## config.mk

```make
export PLATFORM = sky130hd
export DESIGN_NAME = uart_prog_loader
export DESIGN_NICKNAME = d
export VERILOG_FILES = /design/src/rtl/uart_prog_loader_pkg.sv /design/src/rtl/uart_prog_loader_rx.sv /design/src/rtl/uart_prog_loader.sv
export SDC_FILE = /design/constraint.sdc
export NUM_CORES = 1
export LEC_CHECK = 0
export CELL_PAD_IN_SITES_DETAIL_PLACEMENT = 1
export CELL_PAD_IN_SITES_GLOBAL_PLACEMENT = 2
export CORE_AREA = 5 5 116 118
export CTS_BUF_LIST = sky130_fd_sc_hd__clkbuf_8
export DETAILED_ROUTE_END_ITERATION = 10
export DIE_AREA = 0 0 121 123
export PLACE_DENSITY = 0.95
export SLEW_MARGIN = 15
export SYNTH_ARGS = -nofsm -noshare
export SYNTH_HDL_FRONTEND = slang
export SYNTH_SLANG_ARGS = --single-unit
```

## constraint.sdc

```tcl
create_clock -name clk -period 8.6 [get_ports clk]
set_clock_uncertainty 0.2 [all_clocks]
set_input_delay 0.86 -clock clk [delete_from_list [all_inputs] [get_ports clk]]
set_output_delay 0.86 -clock clk [all_outputs]
set_load 0.02 [all_outputs]
```

## src/rtl/uart_prog_loader_pkg.sv

```systemverilog
// Shared encodings for the UART program loader: loader FSM, RX FSM, word sizing.
package uart_prog_loader_pkg;

    typedef enum logic [2:0] {
        L_IDLE,
        L_HDR,
        L_DATA,
        L_DONE,
        L_ERR
    } ld_state_e;

    typedef enum logic [1:0] {
        RX_IDLE,
        RX_START,
        RX_DATA,
        RX_STOP
    } rx_state_e;

    localparam int DEFAULT_DATA_WIDTH = 16;
    localparam int BYTES_PER_WORD     = DEFAULT_DATA_WIDTH / 8;

    // Bytes per memory word for an arbitrary (multiple-of-8) word width.
    function automatic int bytes_per_word(input int data_width);
        return data_width / 8;
    endfunction

endpackage

```

## src/rtl/uart_prog_loader_rx.sv

```systemverilog
// UART byte receiver: 2-FF synchroniser, mid-bit sampling, 8N1, LSB first.
module uart_rx
    import uart_prog_loader_pkg::*;
#(
    parameter int CLOCK_PER_BIT = 1000
) (
    input  logic       clk,
    input  logic       a_reset,
    input  logic       uart_in,
    output logic [7:0] byte_data,
    output logic       byte_valid,
    output logic       frame_err
);

    localparam int              CNT_W = $clog2(CLOCK_PER_BIT);
    localparam logic [CNT_W-1:0] HALF = CNT_W'(CLOCK_PER_BIT / 2 - 1);
    localparam logic [CNT_W-1:0] FULL = CNT_W'(CLOCK_PER_BIT - 1);

    logic       sync1_q, sync2_q;
    rx_state_e  state_q, state_d;
    logic [CNT_W-1:0] cnt_q, cnt_d;
    logic [2:0] bit_q, bit_d;
    logic [7:0] shift_q, shift_d;
    logic [7:0] data_q, data_d;
    logic       valid_q, valid_d;
    logic       ferr_q, ferr_d;

    // Synchroniser idles high so reset never looks like a start bit.
    always_ff @(posedge clk or posedge a_reset) begin
        if (a_reset) begin
            sync1_q <= 1'b1;
            sync2_q <= 1'b1;
        end else begin
            sync1_q <= uart_in;
            sync2_q <= sync1_q;
        end
    end

    // RX state machine: half-bit to centre on the start bit, then full-bit steps.
    always_comb begin
        state_d = state_q;
        cnt_d   = cnt_q;
        bit_d   = bit_q;
        shift_d = shift_q;
        data_d  = data_q;
        valid_d = 1'b0;
        ferr_d  = 1'b0;
        case (state_q)
            RX_IDLE: if (!sync2_q) begin
                state_d = RX_START;
                cnt_d   = HALF;
            end
            RX_START: if (cnt_q == '0) begin
                if (!sync2_q) begin
                    state_d = RX_DATA;
                    cnt_d   = FULL;
                    bit_d   = '0;
                end else begin
                    state_d = RX_IDLE;
                end
            end else begin
                cnt_d = cnt_q - 1'b1;
            end
            RX_DATA: if (cnt_q == '0) begin
                shift_d = {sync2_q, shift_q[7:1]};
                cnt_d   = FULL;
                bit_d   = bit_q + 1'b1;
                if (bit_q == 3'd7) state_d = RX_STOP;
            end else begin
                cnt_d = cnt_q - 1'b1;
            end
            RX_STOP: if (cnt_q == '0) begin
                state_d = RX_IDLE;
                if (sync2_q) begin
                    valid_d = 1'b1;
                    data_d  = shift_q;
                end else begin
                    ferr_d  = 1'b1;
                end
            end else begin
                cnt_d = cnt_q - 1'b1;
            end
            default: state_d = RX_IDLE;
        endcase
    end

    // RX state and registered byte/error pulses.
    always_ff @(posedge clk or posedge a_reset) begin
        if (a_reset) begin
            state_q <= RX_IDLE;
            cnt_q   <= '0;
            bit_q   <= '0;
            shift_q <= '0;
            data_q  <= '0;
            valid_q <= 1'b0;
            ferr_q  <= 1'b0;
        end else begin
            state_q <= state_d;
            cnt_q   <= cnt_d;
            bit_q   <= bit_d;
            shift_q <= shift_d;
            data_q  <= data_d;
            valid_q <= valid_d;
            ferr_q  <= ferr_d;
        end
    end

    assign byte_data  = data_q;
    assign byte_valid = valid_q;
    assign frame_err  = ferr_q;

endmodule

```

## src/rtl/uart_prog_loader.sv

```systemverilog
// Serial program loader: header word N, then N words written from address 0.
module uart_prog_loader
    import uart_prog_loader_pkg::*;
#(
    parameter int DATA_WIDTH    = 16,
    parameter int ADDR_WIDTH    = 8,
    parameter int RAM_DEPTH     = 2 ** ADDR_WIDTH,
    parameter int CLOCK_PER_BIT = 1000,
    parameter int TIMEOUT_BITS  = 32
) (
    input  logic                  clk,
    input  logic                  a_reset,
    input  logic                  enable,
    input  logic                  uart_in,
    output logic                  mem_wen,
    output logic [ADDR_WIDTH-1:0] mem_addr,
    output logic [DATA_WIDTH-1:0] mem_wdata,
    output logic                  busy,
    output logic                  done,
    output logic                  frame_error,
    output logic                  overflow_error,
    output logic [ADDR_WIDTH:0]   word_count
);

    localparam int BPW    = bytes_per_word(DATA_WIDTH);
    localparam int PH_W   = $clog2(BPW) + 1;
    localparam int TO_CYC = TIMEOUT_BITS * CLOCK_PER_BIT;
    localparam int TO_W   = $clog2(TO_CYC);
    localparam int CMP_W  = ((DATA_WIDTH > ADDR_WIDTH + 1) ? DATA_WIDTH : ADDR_WIDTH + 1) + 1;
    localparam logic [PH_W-1:0]  LAST_PH = PH_W'(BPW - 1);
    localparam logic [TO_W-1:0]  TO_LAST = TO_W'(TO_CYC - 1);
    localparam logic [CMP_W-1:0] DEPTH_C = CMP_W'(RAM_DEPTH);

    logic [7:0] byte_data;
    logic       byte_valid, frame_err;

    uart_rx #(.CLOCK_PER_BIT(CLOCK_PER_BIT)) u_rx (
        .clk        (clk),
        .a_reset    (a_reset),
        .uart_in    (uart_in),
        .byte_data  (byte_data),
        .byte_valid (byte_valid),
        .frame_err  (frame_err)
    );

    logic [PH_W-1:0]       phase_q, phase_d;
    logic [DATA_WIDTH-1:0] asm_q, asm_d, word_c;
    logic [TO_W-1:0]       to_q, to_d;
    logic                  asm_active, word_done;
    logic [CMP_W-1:0]      word_ext;

    ld_state_e             state_q, state_d;
    logic [ADDR_WIDTH:0]   n_q, n_d, wc_q, wc_d;
    logic [ADDR_WIDTH-1:0] addr_q, addr_d;
    logic [DATA_WIDTH-1:0] wdata_q, wdata_d;
    logic                  wen_q, wen_d, busy_q, busy_d, done_q, done_d;
    logic                  ferr_q, ferr_d, ovf_q, ovf_d;

    // Word assembly: high byte first; partial words die on timeout or when not loading.
    always_comb begin
        asm_active = enable && (state_q == L_HDR || state_q == L_DATA);
        word_done  = asm_active && byte_valid && (phase_q == LAST_PH);
        word_c     = asm_q << 8;
        word_c[7:0] = byte_data;
        word_ext   = CMP_W'(word_c);
        phase_d    = phase_q;
        asm_d      = asm_q;
        to_d       = to_q;
        if (!asm_active) begin
            phase_d = '0;
            to_d    = '0;
        end else if (byte_valid) begin
            asm_d   = word_c;
            to_d    = '0;
            phase_d = word_done ? '0 : phase_q + 1'b1;
        end else if (phase_q != '0) begin
            if (to_q == TO_LAST) begin
                phase_d = '0;
                to_d    = '0;
            end else begin
                to_d = to_q + 1'b1;
            end
        end else begin
            to_d = '0;
        end
    end

    // Assembly registers.
    always_ff @(posedge clk or posedge a_reset) begin
        if (a_reset) begin
            phase_q <= '0;
            asm_q   <= '0;
            to_q    <= '0;
        end else begin
            phase_q <= phase_d;
            asm_q   <= asm_d;
            to_q    <= to_d;
        end
    end

    // Loader next-state: enable low overrides everything, including a completing word.
    always_comb begin
        state_d = state_q;
        n_d     = n_q;
        wc_d    = wc_q;
        addr_d  = addr_q;
        wdata_d = wdata_q;
        wen_d   = 1'b0;
        ferr_d  = ferr_q;
        ovf_d   = ovf_q;
        if (!enable) begin
            state_d = L_IDLE;
            ferr_d  = 1'b0;
            ovf_d   = 1'b0;
        end else begin
            case (state_q)
                L_IDLE: begin
                    state_d = L_HDR;
                    wc_d    = '0;
                    addr_d  = '0;
                    ferr_d  = 1'b0;
                    ovf_d   = 1'b0;
                end
                L_HDR: if (frame_err) begin
                    ferr_d  = 1'b1;
                    state_d = L_ERR;
                end else if (word_done) begin
                    if (word_ext == '0) begin
                        state_d = L_DONE;
                    end else if (word_ext > DEPTH_C) begin
                        ovf_d   = 1'b1;
                        state_d = L_ERR;
                    end else begin
                        n_d     = word_ext[ADDR_WIDTH:0];
                        state_d = L_DATA;
                    end
                end
                L_DATA: if (frame_err) begin
                    ferr_d  = 1'b1;
                    state_d = L_ERR;
                end else if (word_done) begin
                    wen_d   = 1'b1;
                    wdata_d = word_c;
                    addr_d  = wc_q[ADDR_WIDTH-1:0];
                    wc_d    = wc_q + 1'b1;
                    if (wc_q + 1'b1 == n_q) state_d = L_DONE;
                end
                default: ;
            endcase
        end
        busy_d = (state_d == L_HDR) || (state_d == L_DATA);
        done_d = (state_d == L_DONE);
    end

    // Loader FSM with registered outputs.
    always_ff @(posedge clk or posedge a_reset) begin
        if (a_reset) begin
            state_q <= L_IDLE;
            n_q     <= '0;
            wc_q    <= '0;
            addr_q  <= '0;
            wdata_q <= '0;
            wen_q   <= 1'b0;
            busy_q  <= 1'b0;
            done_q  <= 1'b0;
            ferr_q  <= 1'b0;
            ovf_q   <= 1'b0;
        end else begin
            state_q <= state_d;
            n_q     <= n_d;
            wc_q    <= wc_d;
            addr_q  <= addr_d;
            wdata_q <= wdata_d;
            wen_q   <= wen_d;
            busy_q  <= busy_d;
            done_q  <= done_d;
            ferr_q  <= ferr_d;
            ovf_q   <= ovf_d;
        end
    end

    assign mem_wen        = wen_q;
    assign mem_addr       = addr_q;
    assign mem_wdata      = wdata_q;
    assign busy           = busy_q;
    assign done           = done_q;
    assign frame_error    = ferr_q;
    assign overflow_error = ovf_q;
    assign word_count     = wc_q;

endmodule

```

## Word level (Yosys, flattened, before mapping)

Index checks and enable logic that the tools add are counted.

| word-level totals | value |
|---|---|
| register bits after elaboration | 110 |
| input port bits | 4 |
| output and inout port bits | 38 |
| word-level logic and storage cells | 147 |

| operators by class | value |
|---|---|
| add/sub/neg operators | 5 |
| bitwise operators | 3 |
| $lt $le $gt $ge | 1 |
| eq/ne operators | 31 |
| reductions and logical operators | 25 |
| mux-type cells | 60 |

Operators with widths:

| kind | count |
|---|---|
| 15-bit 2-to-1 mux | 4 |
| 10-bit 2-to-1 mux | 5 |
| 10-bit case mux with 4 select lines | 1 |
| 3-bit 2-to-1 mux | 11 |
| 2-bit 2-to-1 mux | 11 |
| 9-bit 2-to-1 mux | 2 |
| 9-bit case mux with 2 select lines | 1 |
| 17-bit zero test | 1 |
| 1-bit 2-to-1 mux | 17 |
| 16-bit by 9-bit > comparator with 1-bit output (second input constant) | 1 |
| 8-bit 2-to-1 mux | 2 |
| 8-bit case mux with 2 select lines | 1 |
| 15-bit by 1-bit adder with 15-bit output (second input constant) | 1 |
| 15-bit == test (second input constant) | 1 |
| 3-bit != test (second input constant) | 4 |
| 4-bit AND reduction | 3 |
| 10-bit zero test | 1 |
| 2-bit != test (second input constant) | 5 |
| 5-bit AND reduction | 2 |
| 10-bit by 1-bit subtractor with 10-bit output (second input constant) | 1 |
| 9-bit by 1-bit adder with 9-bit output (second input constant) | 1 |
| 3-bit by 2-bit == test with 1-bit output (second input constant) | 3 |
| 9-bit == test | 1 |
| 3-bit by 1-bit != test with 1-bit output (second input constant) | 3 |
| 22 further kinds | 42 |

## Depth between registers and ports, before layout

Gate-level depths: netlist of the first run.

| logic depth | value |
|---|---|
| depth after elaboration | 11 |
| mapped depth | 9 |
| depth with buffers taken out | 8 |

## Hierarchy

A second synthesis of the first run with hierarchy kept.

| second synthesis, totals | value |
|---|---|
| cells, all modules | 527 |
| area total of the unflattened synthesis | 5,386.4 um^2 |

Modules (own cells, without submodules):

| module | cells each | sequential area each (um^2) | instances | area each (um^2) |
|---|---|---|---|---|
| uart_prog_loader | 365 | 1,876.8 | 1 | 3,562.2 |
| uart_rx | 162 | 878.3 | 1 | 1,824.2 |

## Least setup slack after synthesis of the first run

OpenSTA, ideal clock, no wires.

| path | value |
|---|---|
| kind | input to register |
| start point | input port enable |
| end point | register n_q[0] |
| buffers on the path | 1 |
| path slack | 5,742 ps |
| stages on the path | 6 |
| setup time | 125 ps |
| required time | 8,275 ps |
| data arrival time | 2,533 ps |
| cell sequence | clkbuf_2 > nor2b_1 > nand4_1 > or3_1 > nor2_2 > mux2_2 |

| on the way | value |
|---|---|
| longest elaborated chain between the ends | 4 |

RTL lines:

| item | line | RTL |
|---|---|---|
| start: declaration | uart_prog_loader.sv:13 | `input logic enable,` |
| 1-bit logical AND | uart_prog_loader.sv:61 | `asm_active = enable && (state_q == L_HDR \|\| state_q == L_DATA);` |
| 1-bit logical AND (2 in series) | uart_prog_loader.sv:62 | `word_done = asm_active && byte_valid && (phase_q == LAST_PH);` |
| 6-bit AND reduction (no source line) (*) | - |  |
| end signal: assignment | uart_prog_loader.sv:170 | `n_q <= n_d;` |
| end: declaration | uart_prog_loader.sv:53 | `logic [ADDR_WIDTH:0] n_q, n_d, wc_q, wc_d;` |

Every way passes the cells marked *; elsewhere a longest branch is shown, timed or not.
A chain may end at the register's enable or synchronous reset.

## Worst setup path after layout of the first run

| path | value |
|---|---|
| start point | input port enable |
| end point | register wc_q[4], in the netlist word_count[4] |

| on the way | value |
|---|---|
| longest elaborated chain between the ends | 5 |

RTL lines:

| item | line | RTL |
|---|---|---|
| 1-bit logical AND | uart_prog_loader.sv:61 |  |
| 1-bit logical AND (2 in series) | uart_prog_loader.sv:62 |  |
| 2-bit != test (no source line) | - |  |
| 4-bit AND reduction (no source line) (*) | - |  |
| end signal: assignment | uart_prog_loader.sv:171 | `wc_q <= wc_d;` |
| end: declaration | uart_prog_loader.sv:53 |  |

Marks and branches as above.

==> reports/qor.yml, run 1 <==
critical_path:
  crit_fanout: 27
  crit_type: "in -> reg"
  startpoint_type: "input port"
  crit_path_end_kind: "register"
  crit_arrival_ps: 3870
  required_ps: 8700
synthesis:
  syn_area_um2: 5119
  synth_top_family_by_area: "simple AND/OR/NAND/NOR gates"
  yosysTopAreaCell: "dfrtp_1"
  ys.flop_type: "dfrtp_1"
  muxShareOfSynthArea: 0.1076
  ys_warn_count: 0
  syn_area_per_cell_um2: 10.69
  yosys.area_share.simple: 0.1550
  synth_edf_count: 0
  syn_nets: 493
  yosys-top-cells-area: "dfrtp_1 53%, mux2_2 11%, nor2_1 4.0%, o21ai_0 3.7%, nand2_1 3.2%"
  yosys_register_bits: 110
  synth_compound_area_frac: 0.09973
  synth_top_area_frac: 0.5280
  synthCells: 479
  ys_types: 52
  async_flop_share: 1.000
  synthXorXnorAreaFrac: 0.04791
  seq_area_frac_synth: 0.5383
  synth_fa_ha_area_frac: 0.02444
sta:
  relSlewSlack: 0.3363
  finalHoldViolCount: 0
  finalSetupViolCount: 0
  tightestPinTransition_ps: 987.9
  tns_ps: 0
  slew_viol_final: 0
  fin_ws_ps: 4830
  rsz0062_at_grt: "no"
  max_freq_ghz: 0.2653
  finalCritPeriodShare: 0.4384
  fin_crit_ps: 3770
run:
  maxCapViolCount: 0
detailed_routing:
  via_per_inst: 5.371
  first_pass_iters: 4
  dr.max_layer_used: "met4"
  drc: 0
  drt_iter0_drc: 161
  met1Wirelength_mm: 5.351
  routed-wl-met3_um: 461
  ant_nets: 0
  wire_per_inst_um: 16.99
  wl_met2_mm: 5.783
  wl_mm: 11.72
  vias: 3706
layout:
  mostFrequentLayoutCell: "dfrtp_1"
  syn2layout_area_growth_pct: 15.03
  layout_common_cells: "108 x dfrtp_1, 54 x nor2_1, 48 x mux2_2"
  fill_cells: 1333
  final_layout_size_suffix_gt1_frac: 0.1448
  antennaDiodeCount: 0
  nets: 529
  final_util: 0.4763
cts:
  cts.sinks: 110
  numCtsBuffers: 9
  clk_latency_ps: 380
  cts_htree_levels: 3
  root_buffer: "clkbuf_8"
  clock_path_buffers: 2
  path_clk_slew_ps: 100
  cts_tree: "built"
  post_cts_buffers: 0
  cts_resized: 0
  hold_buffers: 0
floorplan:
  io_pins: 42
  die_width_um: 121
  coreArea_um2: 12360
  die_area_um2: 14880
  start_util: 0.4140
  die_height_um: 123
  rows: 41
power_and_ir_drop:
  pwr-share-clk: 0.370
  leakagePower_nw: 2.659
  finalPower_mw: 0.8555
  pwr-share-seq: 0.607
  combPwrFrac: 0.022
  p_sw_mw: 0.1914
  powerDensity_nw_per_um2: 145.3
  ir_drop_mv: 0.1133
  netSwitchingFraction: 0.2238
  p_int_mw: 0.6640
status:
  status: "finished, final reports clean"
place:
  hpwl_mm: 8.235
  portBuffers: 41
  place_congestion: 0.8309
  dp_slack_ps: 4124
global_route:
  gr-total-overflow: 0
  antenna_found_initial: 0
  grt_util_all_layers: 0.1666
  grt_pass1_wl_mm: 19.78
  grt_max_degree: 61
  grt_pass1_vias: 3866
min_path:
  min_path_type: "reg -> reg"
[final timing paths]
check | startpoint | to | slack [ps] | cells past startpoint
setup / recovery | enable | word_count[4] | 4830 | 7
hold / removal | u_rx.sync1_q | u_rx.sync2_q | 170 | 0
setup reg to reg | state_q[0] | word_count[4] | 5370 | 6
hold reg to reg | u_rx.sync1_q | u_rx.sync2_q | 170 | 0
max in group asynchronous | a_reset | mem_addr[1] | 6290 | 3
min in group asynchronous | a_reset | u_rx.cnt_q[2] | 700 | 2
[registers in the layout, indices dropped and copies added, names as in the netlist, 2 cells and up, named ones only]
name,cells
word_count,9
u_rx.bit_q,3
mem_addr,8
mem_wdata,16
to_q,15
u_rx.shift_q,8
phase_q,2
u_rx.cnt_q,10
state_q,3
n_q,9
u_rx.byte_data,8
asm_q,8
[power by group through the flow]
stage                     clock (mW)  combinational [mW]  sequential, mW
final                          0.317              0.0191           0.520
after global routing           0.352              0.0224           0.520
after CTS                      0.331              0.0200           0.520
after detailed placement           0              0.0199           0.530
after global placement             0              0.0192           0.530
after floorplan                    0              0.0137           0.529
[layout make-up]
class	instances	area, µm²	share of cell area
inverters	15	58.81	0.009987
clock inverters	4	56.30	0.009562
repair buffers	44	440.4	0.07480
clock buffers	10	137.6	0.02337
flip-flops and latches	110	2755	0.4679
multi-input cells	335	2225	0.3778
well taps	172	215.2	0.03655
[layer usage]
metal	up-vias	track usage
met5	-	0
met4	0	0.04108
met3	7	0.04117
met2	69	0.2796
met1	1884	0.2183
li1	1746	-
[Yosys cell counts (3+ instances only)]
master,count
nand2_1,43
o21ai_0,38
buf_2,5
nand3_1,16
clkbuf_1,12
dfrtp_1,108
xnor2_1,16
inv_1,15
a21boi_0,3
xor2_1,12
mux2_2,48
o31ai_1,4
nor4_1,7
a31oi_1,3
and3_1,5
o21a_1,4
nor2_1,54
nand4_1,5
nor3_1,15
a21oi_1,12
nor2b_1,4
ha_1,10
[per-stage QoR]
step           hold slack [ps]  cells  cell area, µm²
2_1_floorplan            145.2    479            5119
3_3_place_gp             146.4    675            5679
5_1_grt                  175.4    690            5888
4_1_cts                  167.5    689            5873
6_report                 165.8    690            5888
3_5_place_dp             150.9    675            5679
[logic make-up (layout without fill, tap and decap cells)]
| group | count (synthesis) | after routing |
|---|---|---|
| XOR/XNOR | 28 | 28 |
| adder cells (fa/ha/maj) | 10 | 10 |
| AO/OA/AOI/OAI | 81 | 81 |
| multiplexers | 49 | 49 |
| buffers and inverters | 34 | 73 |
| flip-flops | 110 | 110 |
| AND/OR/NAND/NOR | 167 | 167 |
[worst max-delay path, stage by stage]
cell             delay, ps
clkdlybuf4s50_1        660
nor2b_1                300
nand4_1                250
o21ai_0                220
nand3_1                640
or4_2                  850
o21ai_0                 90
Note: power is estimated with default switching activity, not from simulation.
==> run 2, diff against run 1 <==
- CORE_AREA: 5 5 116 118 -> 5 5 120 122
- DIE_AREA: 0 0 121 123 -> 0 0 125 127
- PLACE_DENSITY: 0.95 -> 0.91
- clock period: 8.6 -> 3.85 ns (I/O delays scaled with it)
==> reports/qor.yml, run 2 (synthesis results as in run 1) <==
status:
  status: "finished, final reports clean"
detailed_routing:
  vias: 3644  # -1.7%
  drt_iter0_drc: 140  # -13%
  via_per_inst: 5.221  # -2.8%
  wire_per_inst_um: 16.55  # -2.6%
  first_pass_iters: 4  # unchanged
  wl_mm: 11.55  # -1.5%
  ant_nets: 0  # unchanged
  drc: 0  # unchanged
floorplan:
  die_width_um: 125  # +3.3%
  die_height_um: 127  # +3.3%
  die_area_um2: 15880  # +6.7%
  io_pins: 42  # unchanged
  rows: 42  # +2.4%
  coreArea_um2: 13090  # +5.8%
  start_util: 0.3912  # -0.02284
cts:
  cts_htree_levels: 3  # unchanged
  cts_tree: "built"
  root_buffer: "clkbuf_8"
  clock_path_buffers: 2  # unchanged
  path_clk_slew_ps: 120  # +20 ps
  numCtsBuffers: 9  # unchanged
  hold_buffers: 0  # unchanged
  cts.sinks: 110  # unchanged
  clk_latency_ps: 400  # +20 ps
  cts_resized: 0  # unchanged
  post_cts_buffers: 0  # unchanged
sta:
  slew_viol_final: 0  # unchanged
  finalSetupViolCount: 0  # unchanged
  finalCritPeriodShare: 0.7324
  tightestPinTransition_ps: 717.9  # -270.0 ps
  whs_ps: 171.7  # +5.988 ps
  max_freq_ghz: 0.3546
  finalHoldViolCount: 0  # unchanged
  tns_ps: 0  # unchanged
  fin_crit_ps: 2820
  rsz0062_at_grt: "no"
  relSlewSlack: 0.5170  # +0.1806
critical_path:
  cp.buffers_inverters: 1  # unchanged
  crit_path_end_kind: "register"
  critPathLaunch: "enable"
  startpoint_type: "input port"
  regToRegSetupSlack_ps: 1040  # -4330 ps
  crit_fanout: 9  # -67%
  crit_arrival_ps: 2920  # -950 ps
  crit_family: "simple AND/OR/NAND/NOR gates"
  slowest_stage: "clkdlybuf4s50_1"
  crit_type: "in -> reg"
  slowest_delay_ps: 680  # -170 ps
  required_ps: 3950  # -4750 ps
  path_cells: "clkdlybuf4s50_1, nor2b_1, nand4_1, or3_1, nor2_2, mux2_2"
  rr_startpoint: "word_count[0]"
power_and_ir_drop:
  powerDensity_nw_per_um2: 332.0  # +130%
  leakagePower_nw: 2.684  # +0.93%
  finalPower_mw: 1.972  # +130%
  ir_drop_mv: 0.1778  # +57%
global_route:
  grt_max_degree: 59  # -3.3%
  grt_util_all_layers: 0.1550  # -0.01163
  grt_pass1_vias: 3994  # +3.3%
  grt_pass1_wl_mm: 20.18  # +2.0%
  gr-total-overflow: 0  # unchanged
  antenna_found_initial: 0  # unchanged
layout:
  mostFrequentLayoutCell: "dfrtp_1"
  antennaDiodeCount: 0  # unchanged
  nets: 531  # +0.38%
  layout_common_cells: "108 x dfrtp_1, 54 x nor2_1, 48 x mux2_2"
  fill_cells: 1419  # +6.5%
  final_layout_size_suffix_gt1_frac: 0.1513  # +0.006553
  largest_reg_flops: 16  # unchanged
  syn2layout_area_growth_pct: 16.06
  final_util: 0.4540  # -0.02226
  stdcell_area_um2: 5941  # +0.89%
run:
  maxCapViolCount: 0  # unchanged
place:
  place_congestion: 0.7919  # -4.7%
  hpwl_mm: 8.153  # -0.99%
  dpl_cell_area_um2: 5719  # +0.71%
  portBuffers: 41  # unchanged
min_path:
  min_path_type: "reg -> reg"
  hp-start: "u_rx.sync1_q"
run 2: cell types whose count changed in the layout (fill, tap and decap cells not counted), sizes merged:
| cell | before | now |
|---|---|---|
| buf | 3 | 5 |
| inv | 16 | 19 |
| clkbuf | 10 | 9 |
run 2: path summary, 6_finish.rpt:
check                           endpoint  cells past startpoint
max                               n_q[7]                      6
min                         u_rx.sync2_q                      0
max reg2reg                         busy                      7
min reg2reg                 u_rx.sync2_q                      0
min in group asynchronous  u_rx.cnt_q[8]                      2
max in group asynchronous       to_q[12]                      3
run 2: routing by layer:
metal	part of all wire	vias to the layer above	GRT usage	routed length, µm
met2	0.49	44	0.2645	5666
li1	-	1747	-	-
met5	0	-	0	0
met4	0.016	0	0.05612	181
met3	0.029	11	0.02880	334
met1	0.46	1842	0.1985	5368
run 2: worst register-to-register path, delay by kind of cell, from the launching register on:
family	cells	cell delay, ps
AOI/OAI and AO/OA	2	790
muxes	1	240
xor gates and xnor gates	1	180
DFF	1	490
and+or+nand+nor	2	520
adders and majority gates	1	320
run 2: cell type report:
cell class                      count  area (µm²)  share of cell area
Multi-Input combinational cell    335        2225              0.3745
Clock buffer                        9       123.9             0.02085
Timing Repair Buffer               46       460.4             0.07751
Tap cell                          176       220.2             0.03707
Clock inverter                      7       97.59             0.01643
Sequential cell                   110        2755              0.4638
Inverter                           15       58.81            0.009899
run 2: metrics by stage:
| stage | worst slack (ps) | std cells |
|---|---|---|
| 5_1_grt | 775.2 | 698 |
| 6_report | 1030 | 698 |
| 3_3_place_gp | 758.6 | 682 |
| 3_5_place_dp | 661.2 | 682 |
| 4_1_cts | 1038 | 698 |
| 2_1_floorplan | 366.0 | 479 |
run 2: report_power, final:
part | internal (mW) | total [mW] | switching, mW
logic | 0.0114 | 0.0447 | 0.0333
registers | 1.16 | 1.16 | 0.00320
clock network | 0.323 | 0.767 | 0.443
